### src/rtl/uart_rx_intr_if.sv
// CPU-facing read port of the UART receiver: level interrupt request plus head-of-FIFO data.
// Handshake: irr is high while a byte is available and r_data holds it. The CPU takes that
// byte by raising ack. Only the ack rising edge pops one byte, so ack may stay high for any
// length. An ack raised while irr is low is ignored. The next byte, if any, appears the
// cycle after the pop.
interface uart_rx_intr_if;
    logic       irr;
    logic [7:0] r_data;
    logic       ack;

    modport master (output irr, output r_data, input ack);
    modport slave  (input irr, input r_data, output ack);
endinterface

### src/rtl/uart_rx_intr.sv
// 8N1 UART receiver with a small byte FIFO that raises irr while data is buffered.
// The FSM runs on the synchronised line only. Every sample is taken at a counter wrap point.
module uart_rx_intr #(
    parameter int CLKS_PER_BIT = 868,
    parameter int DEPTH        = 4
) (
    input  logic           clk,
    input  logic           reset,
    input  logic           rx,
    uart_rx_intr_if.master cpu,
    output logic           overrun,
    output logic           frame_err,
    output logic [2:0]     fsm_state
);
    localparam int CW = $clog2(CLKS_PER_BIT);
    localparam int PW = $clog2(DEPTH);
    localparam int NW = PW + 1;
    localparam logic [CW-1:0] HALF_LAST = CW'(CLKS_PER_BIT / 2 - 1);
    localparam logic [CW-1:0] BIT_LAST  = CW'(CLKS_PER_BIT - 1);
    localparam logic [NW-1:0] FULL      = NW'(DEPTH);

    typedef enum logic [2:0] {
        S_IDLE  = 3'd0,
        S_START = 3'd1,
        S_DATA  = 3'd2,
        S_STOP  = 3'd3,
        S_BREAK = 3'd4
    } state_t;

    logic          rx_meta, rxs;
    state_t        state_q, state_d;
    logic [CW-1:0] cnt_q, cnt_d;
    logic [2:0]    bit_q, bit_d;
    logic [7:0]    shift_q, shift_d;
    logic          push, stop_bad;

    logic [7:0]    mem [DEPTH];
    logic [PW-1:0] wr_ptr, rd_ptr;
    logic [NW-1:0] count;
    logic          ack_q;
    logic          full, pop, accept;

    // Receiver: synchroniser and FSM registers
    always_ff @(posedge clk) begin
        if (reset) begin
            rx_meta <= 1'b1;
            rxs     <= 1'b1;
            state_q <= S_IDLE;
            cnt_q   <= '0;
            bit_q   <= '0;
            shift_q <= '0;
        end else begin
            rx_meta <= rx;
            rxs     <= rx_meta;
            state_q <= state_d;
            cnt_q   <= cnt_d;
            bit_q   <= bit_d;
            shift_q <= shift_d;
        end
    end

    always_comb begin
        state_d  = state_q;
        cnt_d    = cnt_q;
        bit_d    = bit_q;
        shift_d  = shift_q;
        push     = 1'b0;
        stop_bad = 1'b0;
        unique case (state_q)
            S_IDLE: begin
                cnt_d = '0;
                if (!rxs) state_d = S_START;
            end
            S_START: begin
                if (cnt_q == HALF_LAST) begin
                    // Start bit still low at mid-bit: a real frame, not a glitch
                    cnt_d   = '0;
                    bit_d   = '0;
                    state_d = rxs ? S_IDLE : S_DATA;
                end else begin
                    cnt_d = cnt_q + CW'(1);
                end
            end
            S_DATA: begin
                if (cnt_q == BIT_LAST) begin
                    cnt_d   = '0;
                    shift_d = {rxs, shift_q[7:1]};
                    if (bit_q == 3'd7) state_d = S_STOP;
                    else               bit_d   = bit_q + 3'd1;
                end else begin
                    cnt_d = cnt_q + CW'(1);
                end
            end
            S_STOP: begin
                if (cnt_q == BIT_LAST) begin
                    cnt_d = '0;
                    if (rxs) begin
                        push    = 1'b1;
                        state_d = S_IDLE;
                    end else begin
                        stop_bad = 1'b1;
                        state_d  = S_BREAK;
                    end
                end else begin
                    cnt_d = cnt_q + CW'(1);
                end
            end
            S_BREAK: begin
                // A line held low must return high before a new start bit is recognised
                cnt_d = '0;
                if (rxs) state_d = S_IDLE;
            end
            default: state_d = S_IDLE;
        endcase
    end

    assign fsm_state = state_q;

    // FIFO: a pop in the same cycle makes room for a push into a full buffer
    assign full   = (count == FULL);
    assign pop    = cpu.ack & ~ack_q & (count != '0);
    assign accept = push & (~full | pop);

    always_ff @(posedge clk) begin
        if (reset) begin
            wr_ptr    <= '0;
            rd_ptr    <= '0;
            count     <= '0;
            ack_q     <= 1'b0;
            overrun   <= 1'b0;
            frame_err <= 1'b0;
        end else begin
            ack_q <= cpu.ack;
            if (accept) wr_ptr <= wr_ptr + PW'(1);
            if (pop)    rd_ptr <= rd_ptr + PW'(1);
            case ({accept, pop})
                2'b10:   count <= count + NW'(1);
                2'b01:   count <= count - NW'(1);
                default: count <= count;
            endcase
            if (push && !accept) overrun   <= 1'b1;
            if (stop_bad)        frame_err <= 1'b1;
        end
    end

    always_ff @(posedge clk) begin
        if (accept) mem[wr_ptr] <= shift_q;
    end

    assign cpu.irr    = (count != '0);
    assign cpu.r_data = (count != '0) ? mem[rd_ptr] : 8'h00;
endmodule

### src/flat_wrapper.sv
// flat-port wrapper written by rule: the top's interface ports become plain ports
module uart_rx_intr_flat 
#(
    parameter int CLKS_PER_BIT = 868,
    parameter int DEPTH        = 4
)
  (clk, reset, rx, overrun, frame_err, fsm_state, cpu_irr, cpu_r_data, cpu_ack);
  uart_rx_intr_if cpu_i ();
  input  logic clk;
  input  logic reset;
  input  logic rx;
  output logic overrun;
  output logic frame_err;
  output logic [2:0] fsm_state;
  output wire logic [$bits(cpu_i.irr)-1:0] cpu_irr;
  output wire logic [$bits(cpu_i.r_data)-1:0] cpu_r_data;
  input wire logic [$bits(cpu_i.ack)-1:0] cpu_ack;
  assign cpu_irr = cpu_i.irr;
  assign cpu_r_data = cpu_i.r_data;
  assign cpu_i.ack = cpu_ack;
  uart_rx_intr #(.CLKS_PER_BIT(CLKS_PER_BIT), .DEPTH(DEPTH)) u_core (.clk(clk), .reset(reset), .rx(rx), .cpu(cpu_i), .overrun(overrun), .frame_err(frame_err), .fsm_state(fsm_state));
endmodule
### config.mk
export PLATFORM = sky130hd
export DESIGN_NAME = uart_rx_intr_flat
export DESIGN_NICKNAME = d
export VERILOG_FILES = /design/src/rtl/uart_rx_intr_if.sv /design/src/rtl/uart_rx_intr.sv /design/src/flat_wrapper.sv
export SDC_FILE = /design/constraint.sdc
export NUM_CORES = 1
export LEC_CHECK = 0
export CAP_MARGIN = 10
export CORE_ASPECT_RATIO = 2
export CORE_MARGIN = 5
export CORE_UTILIZATION = 30
export DETAILED_ROUTE_END_ITERATION = 8
export PLACE_DENSITY = 0.53
export SLEW_MARGIN = 25
export SYNTH_ARGS = -nofsm -noshare
export SYNTH_HDL_FRONTEND = slang
export SYNTH_SLANG_ARGS = --single-unit
export TNS_END_PERCENT = 20
### constraint.sdc
create_clock -name clk -period 4.1 [get_ports clk]
set_input_delay 0.82 -clock clk [delete_from_list [all_inputs] [get_ports clk]]
set_output_delay 0.82 -clock clk [all_outputs]
set_load 0.02 [all_outputs]
==> out/qor.txt, run 1 <==
post-synthesis cell type count -> 47
Worst Setup End Kind -> primary output
synthesized area -> 0.00314 mm2
ys flop type -> dfxtp_1
status -> completed
std cell rows -> 53
Hold-fix buffers, CTS -> 0
Sink Count -> 70
GR Overflow Total -> 0
via density per instance -> 4.70
Worst Path Buf+Inv -> 1
HP Start -> u_core.rx_meta
DRC viols -> 0
Die Height -> 155 um
Detailed Routing Iterations Pass 1 -> 4
Crit path depth -> 3
hold path cells -> 1
vias in the first global route -> 2,053
RSZ-0062 raised after global routing -> false
Core Footprint -> 0.0104 mm2
fraction of layout cells with a size suffix above 1 -> 0.125
n_diodes -> 0
Internal Power -> 1290 uW
drt wl/cell -> 14.3 um
count of final hold-check violations -> 0
pin count of the biggest net entering global routing -> 24
Core Util, Final -> 0.358
antenna violations before repair -> 0
P_leak -> 0.00119 uW
CTS Buffer Depth -> 2
Max stage delay on crit path -> 0.69 ns
clock buffer count from CTS -> 9
Max Fclk -> 0.325 GHz
Final Skew -> 0.00409 ns
gate count of the mapped netlist -> 268
Starting DRT DRC Count -> 61
register area share after synthesis -> 0.549
async set-reset flop share out of synthesis -> 0
period utilisation layout -> 0.751
Sw Ratio -> 0.233
R2R Path Start -> u_core.cnt_q[0]
Flop pwr share -> 0.453
Nets -> 298
crit path max-delay cell type -> dfxtp_1
total length of routed wires -> 6.07 mm
max-slew violation count -> 0
maxcap violations -> 0
Sw Pwr -> 391 uW
Pwr Total -> 1680 uW
syn_area_per_cell -> 11.7 um2
Setup-failing EPs final -> 0
Gates resized, CTS repair -> 0
crit-path cells -> mux4_2, nor2b_1, clkdlybuf4s50_1
flop and latch count out of synthesis -> 70
Tightest Pin Transition -> 0.888 ns
Largest delay share family, worst path -> flip-flops
clk root buf -> clkbuf_16
total negative slack -> 0 ns
Post-CTS Setup Bufs -> 0
Starting Density -> 0.301
clk slew on worst S/H paths -> 0.05 ns
Clock power frac -> 0.444
worst endpoint data arrival time -> 2.26 ns
GRT Overall Usage -> 0.107
Power Dens Cells -> 451 mW/mm2
yosys synthesis warning count -> 0
die area -> 0.0127 mm2
H-Tree Depth -> 3
Clock Latency Late Sink -> 0.32 ns
worst-path maximum fanout -> 8
CTS tree -> yes
worst path required time -> 3.28 ns
worst hold path type -> reg -> reg
via count -> 1,998
IO Count -> 18
Chip Width -> 82.3 um
Syn Nets -> 282
Slew HR -> 0.402
Setup crit start kind -> flip-flop
Reg2Reg Depth -> 11
Comb pwr share -> 0.103
PortBufs -> 17
EDFF count, synth -> 32
Post-DP HPWL -> 4.41 mm
critical setup path kind -> reg -> out
Area Growth Syn to Fin -> 18.8%
routability cong. -> 0.778
VDD IR max -> 208 uV
fin crit period -> 3.08 ns
first-pass GRT wire length -> 10.1 mm
Post-DRT Antenna Nets -> 0
-- routing by layer --
layer,up-vias,part of all wire,track usage
met4,0,0.025,0.0555
met5,-,0,0
met2,24,0.58,0.197
met1,961,0.37,0.103
met3,11,0.029,0.0297
li1,1002,-,-
-- sequential cells by signal, indices dropped and copies added, names as in the netlist, named ones only --
name              count
u_core.ack_q          1
u_core.bit_q          3
u_core.cnt_q         10
u_core.count          3
u_core.frame_err      1
u_core.fsm_state      3
u_core.mem           32
u_core.overrun        1
u_core.rd_ptr         2
u_core.rx_meta        1
u_core.rxs            1
u_core.shift_q        8
u_core.wr_ptr         2
-- per-stage QoR --
step           instance area [um2]  instances  hold slack (ns)  worst slack (ns)
2_1_floorplan                 3140        268            0.389              1.42
3_3_place_gp                  3440        410            0.421              1.07
3_5_place_dp                  3440        410            0.417              1.00
4_1_cts                       3730        425            0.426             0.936
5_1_grt                       3730        425            0.442             0.841
6_report                      3730        425            0.421              1.02
-- Yosys cell counts (2+ instances only) --
cell      number  area, um2
or4_1          7       52.6
xnor2_1        3       26.3
mux2i_1       11        110
nand2b_1       7       43.8
xor2_1         3       26.3
a21oi_1        6       30.0
nor2b_1       12       75.1
nand3b_1       3       22.5
or3_1          4       25.0
and2_1         2       12.5
and3_1         3       18.8
clkbuf_1      10       37.5
dfxtp_1       38        761
nand4_1        2       12.5
nor3_1         3       15.0
a31oi_1        8       50.1
nand3_1       11       55.1
or2_2          2       12.5
and2_2         4       30.0
nor2_1        25       93.8
buf_2          4       20.0
ha_1           9        113
o22a_1         2       17.5
o21ai_0        4       20.0
inv_1          9       33.8
edfxtp_1      32        961
mux4_2         8        180
nand2_1       15       56.3
nor4_1         3       18.8
-- cells in the final DEF (no fill, tap or decap), types with 9 or more instances in the layout --
cell,Yosys,layout
mux2i_1,11,11
nor2_1,25,25
dfxtp_1,38,38
clkbuf_16,0,9
nand3_1,11,11
edfxtp_1,32,32
clkdlybuf4s50_1,0,17
nor2b_1,12,11
inv_1,9,9
nand2_1,15,15
ha_1,9,9
-- power by group through the flow --
| stage | registers (uW) | logic, uW | clock network [uW] |
|---|---|---|---|
| 5_1_grt | 765 | 195 | 794 |
| 3_3_place_gp | 776 | 174 | 0 |
| 6_report | 762 | 172 | 746 |
| 3_5_place_dp | 776 | 175 | 0 |
| 4_1_cts | 762 | 176 | 769 |
| 2_1_floorplan | 771 | 130 | 0 |
-- final timing paths --
check / end / slack, ns
worst max register to register: u_core.count[2] / 1.10
worst min register to register: u_core.rxs / 0.42
worst min-delay path: u_core.rxs / 0.42
worst max-delay path: cpu_r_data[6] / 1.02
-- final cells by class --
cell class / count / area, um2
Clock buffer: 10 / 239
Clock inverter: 5 / 50.0
Fill cell: 1048 / 6680
Inverter: 9 / 33.8
Multi-Input combinational cell: 175 / 1330
Sequential cell: 70 / 1720
Tap cell: 137 / 171
Timing Repair Buffer: 19 / 185
-- worst reg2reg max path, stage by stage, from the launching register on --
cell,delay (ns)
dfxtp_1,0.40
ha_1,0.25
nand4b_1,0.13
or4_1,0.66
nor3b_4,0.38
inv_1,0.08
ha_1,0.23
inv_1,0.08
fa_1,0.19
xor2_1,0.09
or3_1,0.30
a21oi_1,0.13
-- logic make-up after synthesis --
kind of cell	share of synthesized area
compound gates	0.0622
xor+xnor	0.0168
fa+ha+maj	0.0423
buf+inv	0.0291
flops	0.549
mux	0.0973
simple gates	0.203
No activity file was read; power rests on OpenSTA's default activity.
==> run 2, diff against run 1 <==
- clock period: 4.1 -> 3.1 ns (I/O delays scaled with it)
==> run 2 against run 1 <==
  * Worst setup slack worse by 0.79 ns
  * Combinational power is 44% higher
  * Total power is 38% higher
  * Sequential power is 31% higher
  * Design area is 2.0% higher
  * Largest cell class unchanged
  * Global-route usage is 0.13 points lower
  * Utilization is 0.73 points higher
  * Die area stayed put
  * Sequential share of layout area is 0.93 points lower
  * Critical path depth is 8 higher
  * Sequential cell count stayed put
  * Routed wire length is 1.6% higher
==> out/qor.txt, run 2 (synthesized netlist as in run 1, its figures left out) <==
first-pass GRT wire length -> 9.96 mm
Chip Width -> 82.3 um
Clock Latency Late Sink -> 0.33 ns
via count -> 2,029
Max Fclk -> 0.349 GHz
Max stage delay on crit path -> 0.67 ns
Core Util, Final -> 0.365
std cell rows -> 53
Power Dens Cells -> 610 mW/mm2
Clock power frac -> 0.464
DRC viols -> 0
fraction of layout cells with a size suffix above 1 -> 0.149
Nets -> 305
clk root buf -> clkbuf_16
max reg flops -> 32
PortBufs -> 17
Die Height -> 155 um
Worst Path Buf+Inv -> 2
Largest regs -> u_core.mem: 32 flops, u_core.cnt_q: 10 flops, u_core.shift_q: 8 flops
GRT Overall Usage -> 0.106
Setup crit start kind -> flip-flop
Sw Pwr -> 540 uW
worst endpoint data arrival time -> 3.13 ns
n_diodes -> 0
RSZ-0062 raised after global routing -> false
Largest delay share family, worst path -> simple AND/OR/NAND/NOR gates
vias in the first global route -> 2,063
Hold-fix buffers, CTS -> 0
worst-path maximum fanout -> 6
VDD IR max -> 325 uV
Worst Setup End Kind -> flip-flop
Post-DRT Antenna Nets -> 0
Gates resized, CTS repair -> 0
GR Overflow Total -> 0
drt wl/cell -> 14.2 um
Internal Power -> 1780 uW
fin crit period -> 2.87 ns
max-slew violation count -> 0
count of final hold-check violations -> 0
Final Skew -> 0.00532 ns
Area Growth Syn to Fin -> 21.3%
worst hold path type -> reg -> reg
total length of routed wires -> 6.17 mm
CTS Buffer Depth -> 2
via density per instance -> 4.69
antenna violations before repair -> 0
clk slew on worst S/H paths -> 0.06 ns
H-Tree Depth -> 3
Biggest register -> u_core.mem
Sink Count -> 70
crit-path cells -> ha_1, nand4b_1, or4_1, nor3b_4, inv_1, ha_1, inv_1, fa_1, xor2_1, or3_1, a21oi_1
P_leak -> 0.00124 uW
placed cell count -> 417
crit path max-delay cell type -> or4_1
commonest non-fill, non-tap cell in the layout -> dfxtp_1
routability cong. -> 0.809
Comb pwr share -> 0.107
Post-DP HPWL -> 4.57 mm
IO Count -> 18
Core Footprint -> 0.0104 mm2
Starting DRT DRC Count -> 147
Starting Density -> 0.301
die area -> 0.0127 mm2
final std cells w/o fill -> 433
Post-CTS Setup Bufs -> 0
Flop pwr share -> 0.429
Tightest Pin Transition -> 0.728 ns
clock buffer count from CTS -> 9
pin count of the biggest net entering global routing -> 20
worst path required time -> 3.36 ns
total negative slack -> 0 ns
status -> completed
Slew HR -> 0.514
critical setup path kind -> reg -> reg
Sw Ratio -> 0.233
commonest cells after routing, fill and taps aside -> dfxtp_1 (38), edfxtp_1 (32), nor2_1 (25), clkdlybuf4s50_1 (17), nand2_1 (15)
maxcap violations -> 0
Setup-failing EPs final -> 0
period utilisation layout -> 0.925
CTS tree -> yes
Detailed Routing Iterations Pass 1 -> 4
[run 2: cell types whose count changed in the layout (fill, tap and decap cells not counted)]
cell       previous run  this run
buf_4                 2         9
bufinv_16             1         2
clkbuf_1              0         1
clkbuf_8              1         0
clkinv_1              2         0
clkinv_2              1         2
clkinv_4              0         1
nor2b_1              11        12
nor2b_2               1         0
[run 2: power groups by stage]
stage	registers [uW]	logic (uW)	clock network, uW
after global placement	1010	248	0
final	995	247	1080
after detailed placement	1010	249	0
after floorplan	1020	172	0
after global routing	998	271	1150
after CTS	995	250	1100
[run 2: cell type report]
class / count / area (um2)
Inverter: 9 / 33.8
Timing Repair Buffer: 26 / 238
Sequential cell: 70 / 1720
Multi-Input combinational cell: 175 / 1320
Clock buffer: 10 / 229
Clock inverter: 6 / 86.3
Fill cell: 1038 / 6610
Tap cell: 137 / 171
[run 2: metrics by stage]
stage | power [uW] | cell area, um2 | worst slack [ns] | hold slack [ns]
2_1_floorplan | 1190 | 3140 | 0.420 | 0.389
3_3_place_gp | 1260 | 3490 | 0.308 | 0.418
3_5_place_dp | 1260 | 3490 | 0.239 | 0.416
4_1_cts | 2350 | 3800 | 0.218 | 0.427
5_1_grt | 2420 | 3800 | 0.0720 | 0.455
6_report | 2320 | 3800 | 0.234 | 0.420
[run 2: metal layers]
metal	vias up	GRT usage	share of wire
met4	0	0.0555	0.031
met5	-	0	0
met2	23	0.198	0.58
met3	13	0.0297	0.028
li1	1011	-	-
met1	982	0.0975	0.36
[run 2: final timing paths]
check | end | startpoint | cells after the start | slack (ns)
setup / recovery | u_core.count[2] | u_core.cnt_q[0] | 11 | 0.23
hold / removal | u_core.rxs | u_core.rx_meta | 1 | 0.42
setup reg to reg | u_core.count[2] | u_core.cnt_q[0] | 11 | 0.23
hold reg to reg | u_core.rxs | u_core.rx_meta | 1 | 0.42
==> run 3, diff against run 2 <==
- PLACE_DENSITY: 0.53 -> 0.54
- clock period: 3.1 -> 2.6 ns (I/O delays scaled with it)
==> run 3 against run 2 <==
  * Final cell count rose by 2.1%
  * Utilization rose by 0.94 points
  * Register-to-register slack got worse by 0.10 ns
  * Critical path depth fell by 7
  * Clock-buffer cell count rose by 2
  * Largest cell class unchanged
  * Clock power rose by 18%
  * Clock skew fell by 0.0012 ns
  * Total power rose by 19%
==> out/qor.txt, run 3 (synthesized netlist as in run 1, its figures left out) <==
Setup-failing EPs final -> 0
worst endpoint data arrival time -> 2.01 ns
Worst Setup End Kind -> primary output
worst path required time -> 2.08 ns
Slew HR -> 0.535
Hold-fix buffers, CTS -> 0
Max stage delay on crit path -> 0.53 ns
Tightest Pin Transition -> 0.697 ns
Core Footprint -> 0.0104 mm2
Die Height -> 155 um
Area Growth Syn to Fin -> 24.4%
via density per instance -> 4.61
CTS tree -> yes
worst hold path type -> reg -> reg
Sink Count -> 70
Largest regs -> u_core.mem: 32 flops, u_core.cnt_q: 10 flops, u_core.shift_q: 8 flops
std cell rows -> 53
commonest cells after routing, fill and taps aside -> dfxtp_1 (36), edfxtp_1 (32), nor2_1 (25), buf_4 (18), nand2_1 (15)
Starting DRT DRC Count -> 98
die area -> 0.0127 mm2
Worst Path Buf+Inv -> 2
CTS Buffer Depth -> 2
Pwr Total -> 2760 uW
crit path max-delay cell type -> clkdlybuf4s50_1
crit-path cells -> buf_4, mux4_2, nor2b_1, clkdlybuf4s50_1
Clock Latency Late Sink -> 0.33 ns
Max Fclk -> 0.396 GHz
Setup crit start kind -> flip-flop
PortBufs -> 17
critical setup path kind -> reg -> out
Detailed Routing Iterations Pass 1 -> 4
hold path cells -> 1
maxcap violations -> 0
HP Start -> u_core.rx_meta
fin crit period -> 2.53 ns
Nets -> 314
clk slew on worst S/H paths -> 0.05 ns
status -> completed
max reg flops -> 32
antenna violations before repair -> 0
drt wl/cell -> 13.7 um
worst-path maximum fanout -> 8
Final Skew -> 0.00414 ns
total negative slack -> 0 ns
via count -> 2,039
total length of routed wires -> 6.04 mm
P_leak -> 0.00141 uW
clk root buf -> clkbuf_16
vias in the first global route -> 2,028
RSZ-0062 raised after global routing -> false
first-pass GRT wire length -> 9.84 mm
GRT Overall Usage -> 0.103
count of final hold-check violations -> 0
Post-CTS Setup Bufs -> 0
R2R Path Start -> u_core.cnt_q[0]
max-slew violation count -> 0
n_diodes -> 0
Largest delay share family, worst path -> buffers and inverters
commonest non-fill, non-tap cell in the layout -> dfxtp_1
Chip Width -> 82.3 um
fraction of layout cells with a size suffix above 1 -> 0.180
Starting Density -> 0.301
pin count of the biggest net entering global routing -> 20
GR Overflow Total -> 0
Post-DP HPWL -> 4.46 mm
routability cong. -> 0.769
Post-DRT Antenna Nets -> 0
DRC viols -> 0
Reg2Reg Depth -> 11
clock buffer count from CTS -> 9
IO Count -> 18
Crit path depth -> 4
period utilisation layout -> 0.972
VDD IR max -> 422 uV
Power Dens Cells -> 707 mW/mm2
Biggest register -> u_core.mem
H-Tree Depth -> 3
-- run 3: changes by cell type in the layout (fill, tap and decap cells not counted), sizes merged --
cell | before | now
dlymetal6s2s | 0 | 7
clkdlybuf4s50 | 17 | 10
clkbuf | 10 | 12
clkinv | 3 | 1
buf | 9 | 18
-- run 3: path summary, 6_finish.rpt --
check	slack, ns	end
max	0.07	cpu_r_data[5]
min	0.40	u_core.rxs
max reg2reg	0.13	u_core.count[2]
min reg2reg	0.40	u_core.rxs
-- run 3: repair_timing --
action / 4_1_cts / 5_1_grt
hold endpoints to repair: 0 / 0
setup endpoints to repair: 0 / 8
gates resized for setup: 0 / 8
-- run 3: per-layer routing --
metal  share of wire  wire length (um)  vias to the layer above  GRT usage
met1            0.37              2250                      970     0.0992
li1                -                 -                     1032          -
met4           0.018               108                        0     0.0404
met3           0.034               204                        7     0.0297
met5               0                 0                        -          0
met2            0.57              3470                       30      0.194
-- run 3: cell type report --
class	instances	area, um2
Clock buffer	12	236
Clock inverter	4	72.6
Fill cell	1026	6510
Inverter	9	33.8
Multi-Input combinational cell	175	1340
Sequential cell	70	1720
Tap cell	137	171
Timing Repair Buffer	35	323
-- run 3: through the flow --
step	instances	setup WS (ns)	utilization	cell area, um2	hold slack [ns]
after detailed placement	426	-0.0859	0.343	3570	0.393
after global routing	442	0.00145	0.375	3900	0.440
after global placement	426	-0.0163	0.343	3570	0.393
final	442	0.0732	0.375	3900	0.405
after floorplan	268	0.0336	-	3150	0.389
after CTS	442	0.00791	0.373	3880	0.406
-- run 3: report_power, final --
group	leakage (uW)	total (uW)	switching [uW]	internal, uW
Sequential	0.000605	1190	27.9	1170
Clock	0.000147	1270	427	838
Combinational	0.000662	298	171	127
Total	0.00141	2760	626	2130
